**src/rtl/adder_share_arbiter_if.sv**
```systemverilog
// Client-side bus of the shared-adder arbiter: packed requests/operands in,
// one-hot grant, acknowledge and registered result out.
interface adder_share_arbiter_if #(
    parameter int NREQ  = 4,
    parameter int WIDTH = 16
);
    localparam int IDW = (NREQ > 1) ? $clog2(NREQ) : 1;

    logic [NREQ-1:0]       req;
    logic [NREQ*WIDTH-1:0] a_in;
    logic [NREQ*WIDTH-1:0] b_in;
    logic [NREQ-1:0]       gnt;
    logic                  ack;
    logic [IDW-1:0]        resp_id;
    logic [WIDTH-1:0]      sum_out;
    logic                  cout_out;
    logic                  busy;

    modport master (
        output req, a_in, b_in,
        input  gnt, ack, resp_id, sum_out, cout_out, busy
    );

    modport slave (
        input  req, a_in, b_in,
        output gnt, ack, resp_id, sum_out, cout_out, busy
    );
endinterface

```
**src/rtl/adder_share_arbiter.sv**
```systemverilog
// Round-robin controller sharing one latch-based adder among NREQ requesters:
// grant, hold the adder enabled for SETTLE cycles, capture, acknowledge.
module adder_share_arbiter #(
    parameter int NREQ   = 4,
    parameter int WIDTH  = 16,
    parameter int SETTLE = 2
) (
    input  logic                 clk,
    input  logic                 rst_n,
    adder_share_arbiter_if.slave bus,
    output logic [WIDTH-1:0]     add_a,
    output logic [WIDTH-1:0]     add_b,
    output logic                 add_enable,
    input  logic [WIDTH-1:0]     add_sum,
    input  logic                 add_cout
);
    localparam int IDW = (NREQ > 1) ? $clog2(NREQ) : 1;
    localparam int CW  = $clog2(SETTLE + 1);

    typedef enum logic [1:0] {
        IDLE    = 2'd0,
        EVAL    = 2'd1,
        CAPTURE = 2'd2,
        RESP    = 2'd3
    } state_t;

    state_t           state_r;
    state_t           state_nx;
    logic [IDW-1:0]   cur_r;
    logic [IDW-1:0]   ptr_r;
    logic [CW-1:0]    cnt_r;
    logic [NREQ-1:0]  gnt_r;
    logic [WIDTH-1:0] sum_r;
    logic             cout_r;

    logic [IDW:0]     pick_s;
    logic             take_s;
    logic             capture_s;
    logic             release_s;
    logic [IDW-1:0]   next_ptr_s;
    logic [WIDTH-1:0] op_a_s;
    logic [WIDTH-1:0] op_b_s;

    // Returns {found, index} of the first set request at or above p, wrapping.
    function automatic logic [IDW:0] rr_pick(input logic [NREQ-1:0] r, input logic [IDW-1:0] p);
        logic [IDW:0] res;
        int           idx;
        res = {(IDW + 1){1'b0}};
        for (int i = NREQ - 1; i >= 0; i--) begin
            idx = (int'(p) + i) % NREQ;
            if (r[idx]) begin
                res = {1'b1, IDW'(idx)};
            end
        end
        return res;
    endfunction

    assign pick_s     = rr_pick(bus.req, ptr_r);
    assign next_ptr_s = (cur_r == IDW'(NREQ - 1)) ? {IDW{1'b0}} : cur_r + IDW'(1);
    assign op_a_s     = bus.a_in[int'(cur_r) * WIDTH +: WIDTH];
    assign op_b_s     = bus.b_in[int'(cur_r) * WIDTH +: WIDTH];

    // State register.
    always_ff @(posedge clk or negedge rst_n) begin
        if (!rst_n) begin
            state_r <= IDLE;
        end else begin
            state_r <= state_nx;
        end
    end

    // Next state; a dropped request on the granted port abandons the operation.
    always_comb begin
        state_nx  = state_r;
        take_s    = 1'b0;
        capture_s = 1'b0;
        release_s = 1'b0;
        case (state_r)
            IDLE: begin
                if (pick_s[IDW]) begin
                    state_nx = EVAL;
                    take_s   = 1'b1;
                end else begin
                    state_nx = IDLE;
                end
            end
            EVAL: begin
                if (!bus.req[cur_r]) begin
                    state_nx  = IDLE;
                    release_s = 1'b1;
                end else if (cnt_r == CW'(SETTLE - 1)) begin
                    state_nx = CAPTURE;
                end else begin
                    state_nx = EVAL;
                end
            end
            CAPTURE: begin
                if (!bus.req[cur_r]) begin
                    state_nx  = IDLE;
                    release_s = 1'b1;
                end else begin
                    state_nx  = RESP;
                    capture_s = 1'b1;
                end
            end
            RESP: begin
                state_nx  = IDLE;
                release_s = 1'b1;
            end
            default: begin
                state_nx = IDLE;
            end
        endcase
    end

    // Grant, pointer, settle counter and result registers.
    always_ff @(posedge clk or negedge rst_n) begin
        if (!rst_n) begin
            cur_r  <= {IDW{1'b0}};
            ptr_r  <= {IDW{1'b0}};
            cnt_r  <= {CW{1'b0}};
            gnt_r  <= {NREQ{1'b0}};
            sum_r  <= {WIDTH{1'b0}};
            cout_r <= 1'b0;
        end else begin
            if (take_s) begin
                cur_r <= pick_s[IDW-1:0];
                gnt_r <= {{(NREQ - 1){1'b0}}, 1'b1} << pick_s[IDW-1:0];
                cnt_r <= {CW{1'b0}};
            end else if (release_s) begin
                gnt_r <= {NREQ{1'b0}};
                ptr_r <= next_ptr_s;
            end else if (state_r == EVAL) begin
                cnt_r <= cnt_r + CW'(1);
            end else begin
                cnt_r <= cnt_r;
            end
            if (capture_s) begin
                sum_r  <= add_sum;
                cout_r <= add_cout;
            end else begin
                sum_r  <= sum_r;
                cout_r <= cout_r;
            end
        end
    end

    // Operands reach the adder only while it evaluates or holds; latches close in CAPTURE.
    always_comb begin
        add_a      = {WIDTH{1'b0}};
        add_b      = {WIDTH{1'b0}};
        add_enable = 1'b0;
        if (state_r == EVAL || state_r == CAPTURE) begin
            add_a = op_a_s;
            add_b = op_b_s;
        end else begin
            add_a = {WIDTH{1'b0}};
            add_b = {WIDTH{1'b0}};
        end
        add_enable = (state_r == EVAL);
    end

    assign bus.gnt      = gnt_r;
    assign bus.ack      = (state_r == RESP);
    assign bus.resp_id  = cur_r;
    assign bus.sum_out  = sum_r;
    assign bus.cout_out = cout_r;
    assign bus.busy     = (state_r != IDLE);
endmodule

```
**src/flat_wrapper.sv**
```systemverilog
// flat-port wrapper written by rule: the top's interface ports become plain ports
module adder_share_arbiter_flat 
#(
    parameter int NREQ   = 4,
    parameter int WIDTH  = 16,
    parameter int SETTLE = 2
)
  (clk, rst_n, add_a, add_b, add_enable, add_sum, add_cout, bus_req, bus_a_in, bus_b_in, bus_gnt, bus_ack, bus_resp_id, bus_sum_out, bus_cout_out, bus_busy);
  adder_share_arbiter_if #(.NREQ(NREQ), .WIDTH(WIDTH)) bus_i ();
  input  logic clk;
  input  logic rst_n;
  output logic [WIDTH-1:0] add_a;
  output logic [WIDTH-1:0] add_b;
  output logic add_enable;
  input  logic [WIDTH-1:0] add_sum;
  input  logic add_cout;
  input wire logic [$bits(bus_i.req)-1:0] bus_req;
  input wire logic [$bits(bus_i.a_in)-1:0] bus_a_in;
  input wire logic [$bits(bus_i.b_in)-1:0] bus_b_in;
  output wire logic [$bits(bus_i.gnt)-1:0] bus_gnt;
  output wire logic [$bits(bus_i.ack)-1:0] bus_ack;
  output wire logic [$bits(bus_i.resp_id)-1:0] bus_resp_id;
  output wire logic [$bits(bus_i.sum_out)-1:0] bus_sum_out;
  output wire logic [$bits(bus_i.cout_out)-1:0] bus_cout_out;
  output wire logic [$bits(bus_i.busy)-1:0] bus_busy;
  assign bus_i.req = bus_req;
  assign bus_i.a_in = bus_a_in;
  assign bus_i.b_in = bus_b_in;
  assign bus_gnt = bus_i.gnt;
  assign bus_ack = bus_i.ack;
  assign bus_resp_id = bus_i.resp_id;
  assign bus_sum_out = bus_i.sum_out;
  assign bus_cout_out = bus_i.cout_out;
  assign bus_busy = bus_i.busy;
  adder_share_arbiter #(.NREQ(NREQ), .WIDTH(WIDTH), .SETTLE(SETTLE)) u_core (.clk(clk), .rst_n(rst_n), .bus(bus_i), .add_a(add_a), .add_b(add_b), .add_enable(add_enable), .add_sum(add_sum), .add_cout(add_cout));
endmodule
```
**config.mk**
```make
export PLATFORM = sky130hd
export DESIGN_NAME = adder_share_arbiter_flat
export DESIGN_NICKNAME = d
export VERILOG_FILES = /design/src/rtl/adder_share_arbiter_if.sv /design/src/rtl/adder_share_arbiter.sv /design/src/flat_wrapper.sv
export SDC_FILE = /design/constraint.sdc
export NUM_CORES = 1
export LEC_CHECK = 0
export CAP_MARGIN = 20
export CELL_PAD_IN_SITES_DETAIL_PLACEMENT = 0
export CELL_PAD_IN_SITES_GLOBAL_PLACEMENT = 1
export CORE_MARGIN = 2
export CORE_UTILIZATION = 23
export CTS_CLUSTER_SIZE = 12
export DETAILED_ROUTE_END_ITERATION = 10
export PLACE_DENSITY = 0.8
export SLEW_MARGIN = 40
export SYNTH_ARGS = -nofsm -noshare
export SYNTH_HDL_FRONTEND = slang
export SYNTH_SLANG_ARGS = --single-unit
export TNS_END_PERCENT = 5
```
**constraint.sdc**
```tcl
create_clock -name clk -period 2.55 [get_ports clk]
set_clock_uncertainty 0.05 [all_clocks]
set_input_delay 0.51 -clock clk [delete_from_list [all_inputs] [get_ports clk]]
set_output_delay 0.51 -clock clk [all_outputs]
set_load 0.01 [all_outputs]
```
# Yosys cells after proc, flatten, opt, wreduce, memory -nomap -nowiden
# Index checks and enable logic that the tools add are counted.
[totals] in_bits=151 wordCells=77 register_bits=29
[op_classes] eq_ne=6 n_mux=36 n_reduce_logical=11 addsub=5 bitwise=4 shift=3 order_cmp=5
[op_table] cell="variable part select 64 x 7 -> 16 bit" n=2
[op_table] cell="2-to-1 mux 16 bit" n=2
[op_table] cell="2-to-1 mux 1 bit" n=14
[op_table] cell="2-to-1 mux 2 bit" n=7
[op_table] cell="less-than comparator 3 x 4 -> 1 bit, second input constant" n=3
[op_table] cell="2-to-1 mux 3 bit" n=4
[op_table] cell="binary-select mux 1 bit (select 2 bit)" n=5
[op_table] cell="2-to-1 mux 4 bit" n=2
[op_table] cell="case mux 2 bit (4 select lines)" n=1
[op_table] cell="OR reduction 2 bit" n=4
[op_table] cell="adder 2 x 1 -> 2 bit, second input constant" n=3
[op_table] cell="equality test 2 bit, second input constant" n=3
[op_table] cell="less-than comparator 2 x 3 -> 1 bit, second input constant" n=2
[op_table] cell="nonzero test 2 bit" n=3
[op_table] cell="adder 2 bit, second input constant" n=2
[op_table] cell="equality test 2 x 1 -> 1 bit, second input constant" n=2
[op_table] cell="AND reduction 2 bit" n=2
[op_table] cell="left shift 1 x 2 -> 4 bit, first input constant" n=1
[op_table] cell="bitwise AND 1 bit, first input constant" n=3
[op_table] cell="zero test 2 bit" n=1
[op_table] cell="!= test 2 x 1 -> 1 bit, second input constant" n=1
[op_table] cell="case mux 1 bit (2 select lines)" n=1
[op_table] cell="logical OR 1 bit" n=1
[op_table] cell="inverter 1 bit" n=1

# Depth between registers and ports, before layout
[logic_depth] word_depth=14 depth_mapped=6 ltp_nobuf=6

# Least setup slack after synthesis
# Ideal clock, no wire load.
[synth_path] path_kind="register -> output" start="register u_core.cur_r[0] (netlist: u_core.bus.resp_id[0])" end="output port add_a[0]" stages_incl_launch_ff=5 arrival_time_ns=1.627 setup_slack_ns=0.363 required_ns=1.990 n_path_buf=2 cell_sequence="dfrtp_1 -> buf_4 -> buf_4 -> mux4_2 -> and2_1"
[synth_via] elab_chain_len=2
[synth_lines] element="start: declaration" line_no="adder_share_arbiter.sv:29" source="logic [IDW-1:0] cur_r;"
[synth_lines] element="start signal: assignment" line_no="adder_share_arbiter.sv:119" source="cur_r <= {IDW{1'b0}};"
[synth_lines] element="start signal: assignment" line_no="adder_share_arbiter.sv:127" source="cur_r <= pick_s[IDW-1:0];"
[synth_lines] element="variable part select 64 x 7 -> 16 bit" line_no="adder_share_arbiter.sv:60" source="assign op_a_s = bus.a_in[int'(cur_r) * WIDTH +: WIDTH];"
[synth_lines] element="2-to-1 mux 16 bit" line_no="adder_share_arbiter.sv:153" source="if (state_r == EVAL || state_r == CAPTURE) begin"
[synth_lines] element="end: declaration" line_no="flat_wrapper.sv:12" source="output logic [WIDTH-1:0] add_a;"
# Every way passes these cells.

# Final worst setup path
[layout_path] start="input port bus_b_in[59]" end="output port add_b[11]"
[layout_via] elab_chain_len=2
[layout_lines] element="start: declaration" line_no="flat_wrapper.sv:19" source="input wire logic [$bits(bus_i.b_in)-1:0] bus_b_in;"
[layout_lines] element="variable part select 64 x 7 -> 16 bit" line_no="adder_share_arbiter.sv:61" source="assign op_b_s = bus.b_in[int'(cur_r) * WIDTH +: WIDTH];"
[layout_lines] element="2-to-1 mux 16 bit" line_no="adder_share_arbiter.sv:153"
[layout_lines] element="end: declaration" line_no="flat_wrapper.sv:13" source="output logic [WIDTH-1:0] add_b;"
# Every way passes these cells.

==> reports/results.ini <==
[outcome]
outcome=finished, final reports clean

[route]
drt_iter0_drc=62
dr.pass1.iters=4
avgRoutedWirePerCell_um=16.7
vias=2432
finalWirelength_um=8950
ant_nets=0
drcViolationCount=0
viasPerCell=4.55

[logic_synthesis]
synth_largest_area_cell=dfrtp_1
yosys_warnings=0
synth_area_per_cell_um2=13.4
synth_top_area_share_pct=29.1
synth_cell_types=36
yosysSeqAreaShare_pct=29.1
syn_nets=344
syn_inst=186
ys_ff_latch=29
synthTopCellsByArea=dfrtp_1, mux4_2, mux2_4
synthesis.area_um2=2490

[timing]
relSlewSlack_pct=52.1
fin_ws_ns=0.121
max_freq_mhz=412
tightest_slew_ns=0.715
rsz0062_at_grt=false
post-route-period-util_pct=95.3
maxSlewViolCount=0
hold_viol=0
min_period_ns=2.43
setup_viol_count_final=0

[global_route]
grt_pass1_wl_um=13400
grt_max_degree=35
antenna_found_initial=0
met3_usage_pct=5.42
use_met1_pct=15.7
grt_util_met2_pct=27.9
top_usage_layer=met2
overflow=0
grt_pass1_vias=2620
grt_usage_pct=14.8

[pwr]
leakage_nw=2.02
cellPowerDensity_nw_per_um2=885
vdd_ir_drop_max_uv=557
total_power_mw=4.27

[worst_setup_path]
r2r_slack_ns=0.31
critPathLaunchType=input port
slowest_stage=mux4_2
critPathMaxStageDelay_ns=0.47
critPathKind=input port to primary output
critPathRequiredTime_ns=1.99
rr_endpoint=u_core.ptr_r[0]$_DFFE_PN0P_
reg2reg_depth=7
endpoint_kind=primary output
reg2reg_from=u_core.state_r[0]$_DFF_PN0_
cp.arrival_ns=1.87
path_cells=clkdlybuf4s50_1 > mux4_2 > and2_1 > dlygate4sd2_1
crit_path_max_fanout=1

[final_layout]
diodes=0
layout-drive-gt1-share_pct=19.5
fin_area_um2=4830
instances_no_fill=535
syn_to_final_growth_pct=94.0
nets=558
layout_commonest_cell=clkdlybuf4s50_1
layout_common_cells=clkdlybuf4s50_1, mux4_2, and2_1, dlygate4sd2_1, dfrtp_1
finish.utilization_pct=46.4

[hold_path]
min_to=u_core.bus.sum_out[15]$_DFFE_PN0P_
hold_class=register to register
worstHoldStart=u_core.bus.sum_out[15]$_DFFE_PN0P_
min_path_cells=1

[cts]
cts_inserted_buffers=5
clkLatencyLatePin_ns=0.27
clkSlewWorstSetupHoldPaths_ns=0.06
htreeDepth=2
cts_setup_buffers=0
cts_buffer_depth=2
cts_tree=built
cts_sinks=29
cts_root_buf=clkbuf_8

[place]
dpl.hpwl_um=7370
io_buffer_count=208
place_congestion=0.753
dp_worst_setup_slack_ns=-0.0917
placed_cell_area_um2=4800
dp_cells=529

[floorplan]
start_util_pct=23.9
die_w_um=108
ioPinCount=209
row_count=37
dieHeight_um=108
die_area_um2=11700
core_area_um2=10400

[run]
maxCapViolations=0

## sequential cells by signal, summed over array words and instances, names as in the netlist
name	count
u_core.bus.gnt	4
u_core.bus.resp_id	2
u_core.state_r	2
u_core.ptr_r	2
u_core.cnt_r	2
u_core.bus.cout_out	1
u_core.bus.sum_out	16
## cell families (layout without fill, tap and decap cells)
family / count (synthesis) / after routing / synth area share, %
buffers and inverters: 20 / 233 / 4.52
and+or+nand+nor: 52 / 52 / 13.1
AOI/OAI and AO/OA: 25 / 25 / 9.19
muxes: 53 / 53 / 40.5
DFF: 29 / 29 / 29.1
adders and majority gates: 7 / 7 / 3.52
## report_power, final
group          internal (mW)  switching (mW)  leakage, nW
clock network          0.179           0.158       0.0399
logic                   1.86            1.28         1.61
registers              0.664           0.133        0.373
total                   2.71            1.57         2.02
## metrics by stage
step                TNS (ns)  hold WS, ns
finish                     0        0.455
global route               0        0.477
CTS                        0        0.460
detailed placement    -0.753        0.449
global placement      -0.522        0.438
floorplan                  0        0.164
## cell type report
class                           instances  area [um2]
Clock buffer                            5        68.8
Tap cell                              136         170
Sequential cell                        29         727
Clock inverter                          1        5.00
Inverter                                7        26.3
Multi-Input combinational cell        137        1650
Timing Repair Buffer                  220        2180
Fill cell                             983        5580
## repair_timing
item,4_1_cts,5_1_grt
gates resized for setup,32,0
setup endpoints to repair,32,0
hold buffers,0,0
## Yosys cell counts (all sizes together)
library cell / instances
inv: 7
clkbuf: 6
nor3: 1
o41ai: 2
mux4: 32
o31ai: 1
o22a: 1
o211ai: 1
o22ai: 1
o21ai: 4
a22o: 1
ha: 7
o21a: 1
a21oi: 5
nand2: 8
o211a: 1
nand3b: 2
o32ai: 4
nand2b: 4
or3b: 1
mux2: 21
buf: 7
nor2: 2
and2: 32
a211oi: 1
o221ai: 1
nor2b: 1
dfrtp: 29
a211o: 1
nand4bb: 1
## how the worst max path moves through the flow
stage / start / endpoint / slack [ns]
6_report: bus_b_in[59] / add_b[11] / 0.12
5_1_grt: u_core.bus.resp_id[0]$_DFFE_PN0P_ / add_a[15] / 0.04
4_1_cts: u_core.bus.resp_id[0]$_DFFE_PN0P_ / add_a[15] / 0.1
3_5_place_dp: bus_b_in[59] / add_b[11] / -0.09
3_3_place_gp: bus_b_in[59] / add_b[11] / -0.08
2_1_floorplan: u_core.bus.resp_id[0]$_DFFE_PN0P_ / add_a[0] / 0.36
## critical path, delay by kind of cell
family,cells,cell delay [ns]
simple gates,1,0.17
buf+inv,2,0.73
mux,1,0.47
## per-layer routing
layer / wire length, um / part of all wire [%]
met4: 130 / 1.5
met2: 4640 / 52
met5: 0 / 0
met1: 3130 / 35
met3: 1050 / 12
No activity file was read; power rests on OpenSTA's default activity.
==> RTL edit, RTL diff (same settings) <==
`NREQ` is set to 4 in 3 places; all go to 2.
--- a/src/rtl/adder_share_arbiter_if.sv
+++ b/src/rtl/adder_share_arbiter_if.sv
@@ -1,7 +1,7 @@
 // Client-side bus of the shared-adder arbiter: packed requests/operands in,
 // one-hot grant, acknowledge and registered result out.
 interface adder_share_arbiter_if #(
-    parameter int NREQ  = 4,
+    parameter int NREQ  = 2,
     parameter int WIDTH = 16
 );
     localparam int IDW = (NREQ > 1) ? $clog2(NREQ) : 1;
--- a/src/rtl/adder_share_arbiter.sv
+++ b/src/rtl/adder_share_arbiter.sv
@@ -1,7 +1,7 @@
 // Round-robin controller sharing one latch-based adder among NREQ requesters:
 // grant, hold the adder enabled for SETTLE cycles, capture, acknowledge.
 module adder_share_arbiter #(
-    parameter int NREQ   = 4,
+    parameter int NREQ   = 2,
     parameter int WIDTH  = 16,
     parameter int SETTLE = 2
 ) (
--- a/src/flat_wrapper.sv
+++ b/src/flat_wrapper.sv
@@ -1,7 +1,7 @@
 // flat-port wrapper written by rule: the top's interface ports become plain ports
 module adder_share_arbiter_flat 
 #(
-    parameter int NREQ   = 4,
+    parameter int NREQ   = 2,
     parameter int WIDTH  = 16,
     parameter int SETTLE = 2
 )
Ports: changed (5 resized); port bits go from 209 to 140. No check against the original RTL was run, so the function may have changed too.
==> RTL edit against the original RTL <==
Register-to-register slack gained 0.49 ns; utilization up 0.51 points; die area shrank 33%; via count fell by 30%; combinational power decreased by 35%; power fell by 32%; synthesized cell count shrank 11%; design area decreased by 33%; area after synthesis is 34% lower; count of clock-buffer cells in the layout is 1 lower; sequential share of layout area is 4.4 points higher; wire length shrank 45%; worst setup slack better by 0.15 ns; sequential cell count shrank 4; critical endpoint is now add_a[3]; largest power group unchanged.
==> RTL edit: results (changes against the original RTL) <==
metric	value	unit	change
Register-to-Register Path Depth	6		-1
Final nets	397		-29%
Worst Setup EP	add_a[3]		
Hold Startpoint	u_core.bus.sum_out[7]		
Synth top cells by count	34 x mux2i_1, 34 x nor2_1, 25 x dfrtp_1, 10 x mux2_1		
M3 GR Usage	4.20	%	-1.2 points
switching power	1.12	mW	-28%
CP max stage cell	dfrtp_1		
Max stage delay on crit path	0.38	ns	-0.09 ns
Syn Nets	256		-26%
gate count of the mapped netlist	165		-11%
FILL cells	647		-34%
largest net degree at the start of global routing	39		+11%
wire length on met3	640	µm	-39%
peak supply drop	323	µV	-42%
CTS clk-pin slew, worst paths	0.08	ns	+0.02 ns
Max FO, Critical Path	34		+33
GRT Util Overall	11.9	%	-2.9 points
max reg flops	16		unchanged
drt pass-1 iters	2		-2
Starting DRT DRC Count	80		+29%
GPL Wtd Cong	0.686		-8.9%
sequential area share after synthesis	37.9	%	+8.7 points
reg2reg setup slack	0.80	ns	+0.49 ns
Port Buffers	139		-33%
leakage	1.62	nW	-20%
Met2 Wirelength	2.20	mm	-53%
slew margin rel.	78.5	%	+26 points
crit path DAT	1.72	ns	-0.15 ns
dominant cells by area after synthesis	dfrtp_1 38%, mux2i_1 21%, nor2_1 7.7%		
Cell variety after synth	29		-19%
Inserted Diodes	0		unchanged
Root Driver	clkbuf_8		
Num CTS Buffers	3		-2
Finished Layout Cells	401		-25%
first-pass GRT wire length	7.71	mm	-43%
crit share post-route	89.4	%	-5.9 points
total number of vias	1704		-30%
met1 global-route usage	15.0	%	-0.74 points
outcome	finished clean		
fraction of layout cells with a size suffix above 1	6.23	%	-13 points
pre-CTS setup slack	0.251	ns	+0.343 ns
met2 GRT Util	20.1	%	-7.8 points
WL/cell	12.2	µm	-27%
DP Area	3170	µm²	-34%
crit path from	u_core.state_r[0]		
HPWL after DPL	3.89	mm	-47%
r2r endpoint	u_core.cnt_r[0]		
H-Tree Depth	1		-1
## RTL edit: how the worst min path moves through the flow
| stage | to | slack [ns] |
|---|---|---|
| after floorplan | u_core.bus.cout_out | 0.16 |
| after global placement | u_core.bus.sum_out[7] | 0.42 |
| after detailed placement | u_core.bus.sum_out[8] | 0.43 |
| after CTS | u_core.bus.sum_out[8] | 0.45 |
| after global routing | u_core.bus.sum_out[11] | 0.46 |
| final | u_core.bus.sum_out[7] | 0.44 |
## RTL edit: worst reg2reg max path: stages (launching register included)
cell	delay (ns)
dfrtp_1	0.38
inv_1	0.09
ha_1	0.31
clkinv_1	0.10
buf_12	0.18
o311a_1	0.41
mux2i_1	0.14
## RTL edit: cells by family (layout without fill, tap and decap cells)
kind of cell | count (synthesis) | after routing | share of synthesized area, %
flip-flops | 25 | 25 | 37.9
multiplexers | 52 | 52 | 33.1
AO/OA/AOI/OAI | 15 | 15 | 6.74
adder cells (fa/ha/maj) | 6 | 6 | 4.54
AND/OR/NAND/NOR | 50 | 50 | 12.8
buffers and inverters | 17 | 157 | 5.00
## RTL edit: area by class of cell
type                            instances  area share [%]
Clock buffer                            4            1.40
Timing Repair Buffer                  144            45.0
Inverter                                9            1.05
Tap cell                               96            3.73
Sequential cell                        25            19.5
Multi-Input combinational cell        123            29.3
## RTL edit: power groups by stage
stage | registers (mW) | clock network (mW) | logic (mW)
floorplan | 0.711 | 0 | 1.02
global route | 0.666 | 0.255 | 2.24
detailed placement | 0.656 | 0 | 2.20
global placement | 0.645 | 0 | 2.20
finish | 0.646 | 0.226 | 2.04
CTS | 0.647 | 0.238 | 2.10
## RTL edit: timing repair
item,in CTS,in global routing
setup buffers,1,0
gates cloned,0,0
resized for setup,22,10
endpoints found under the setup margin,32,10
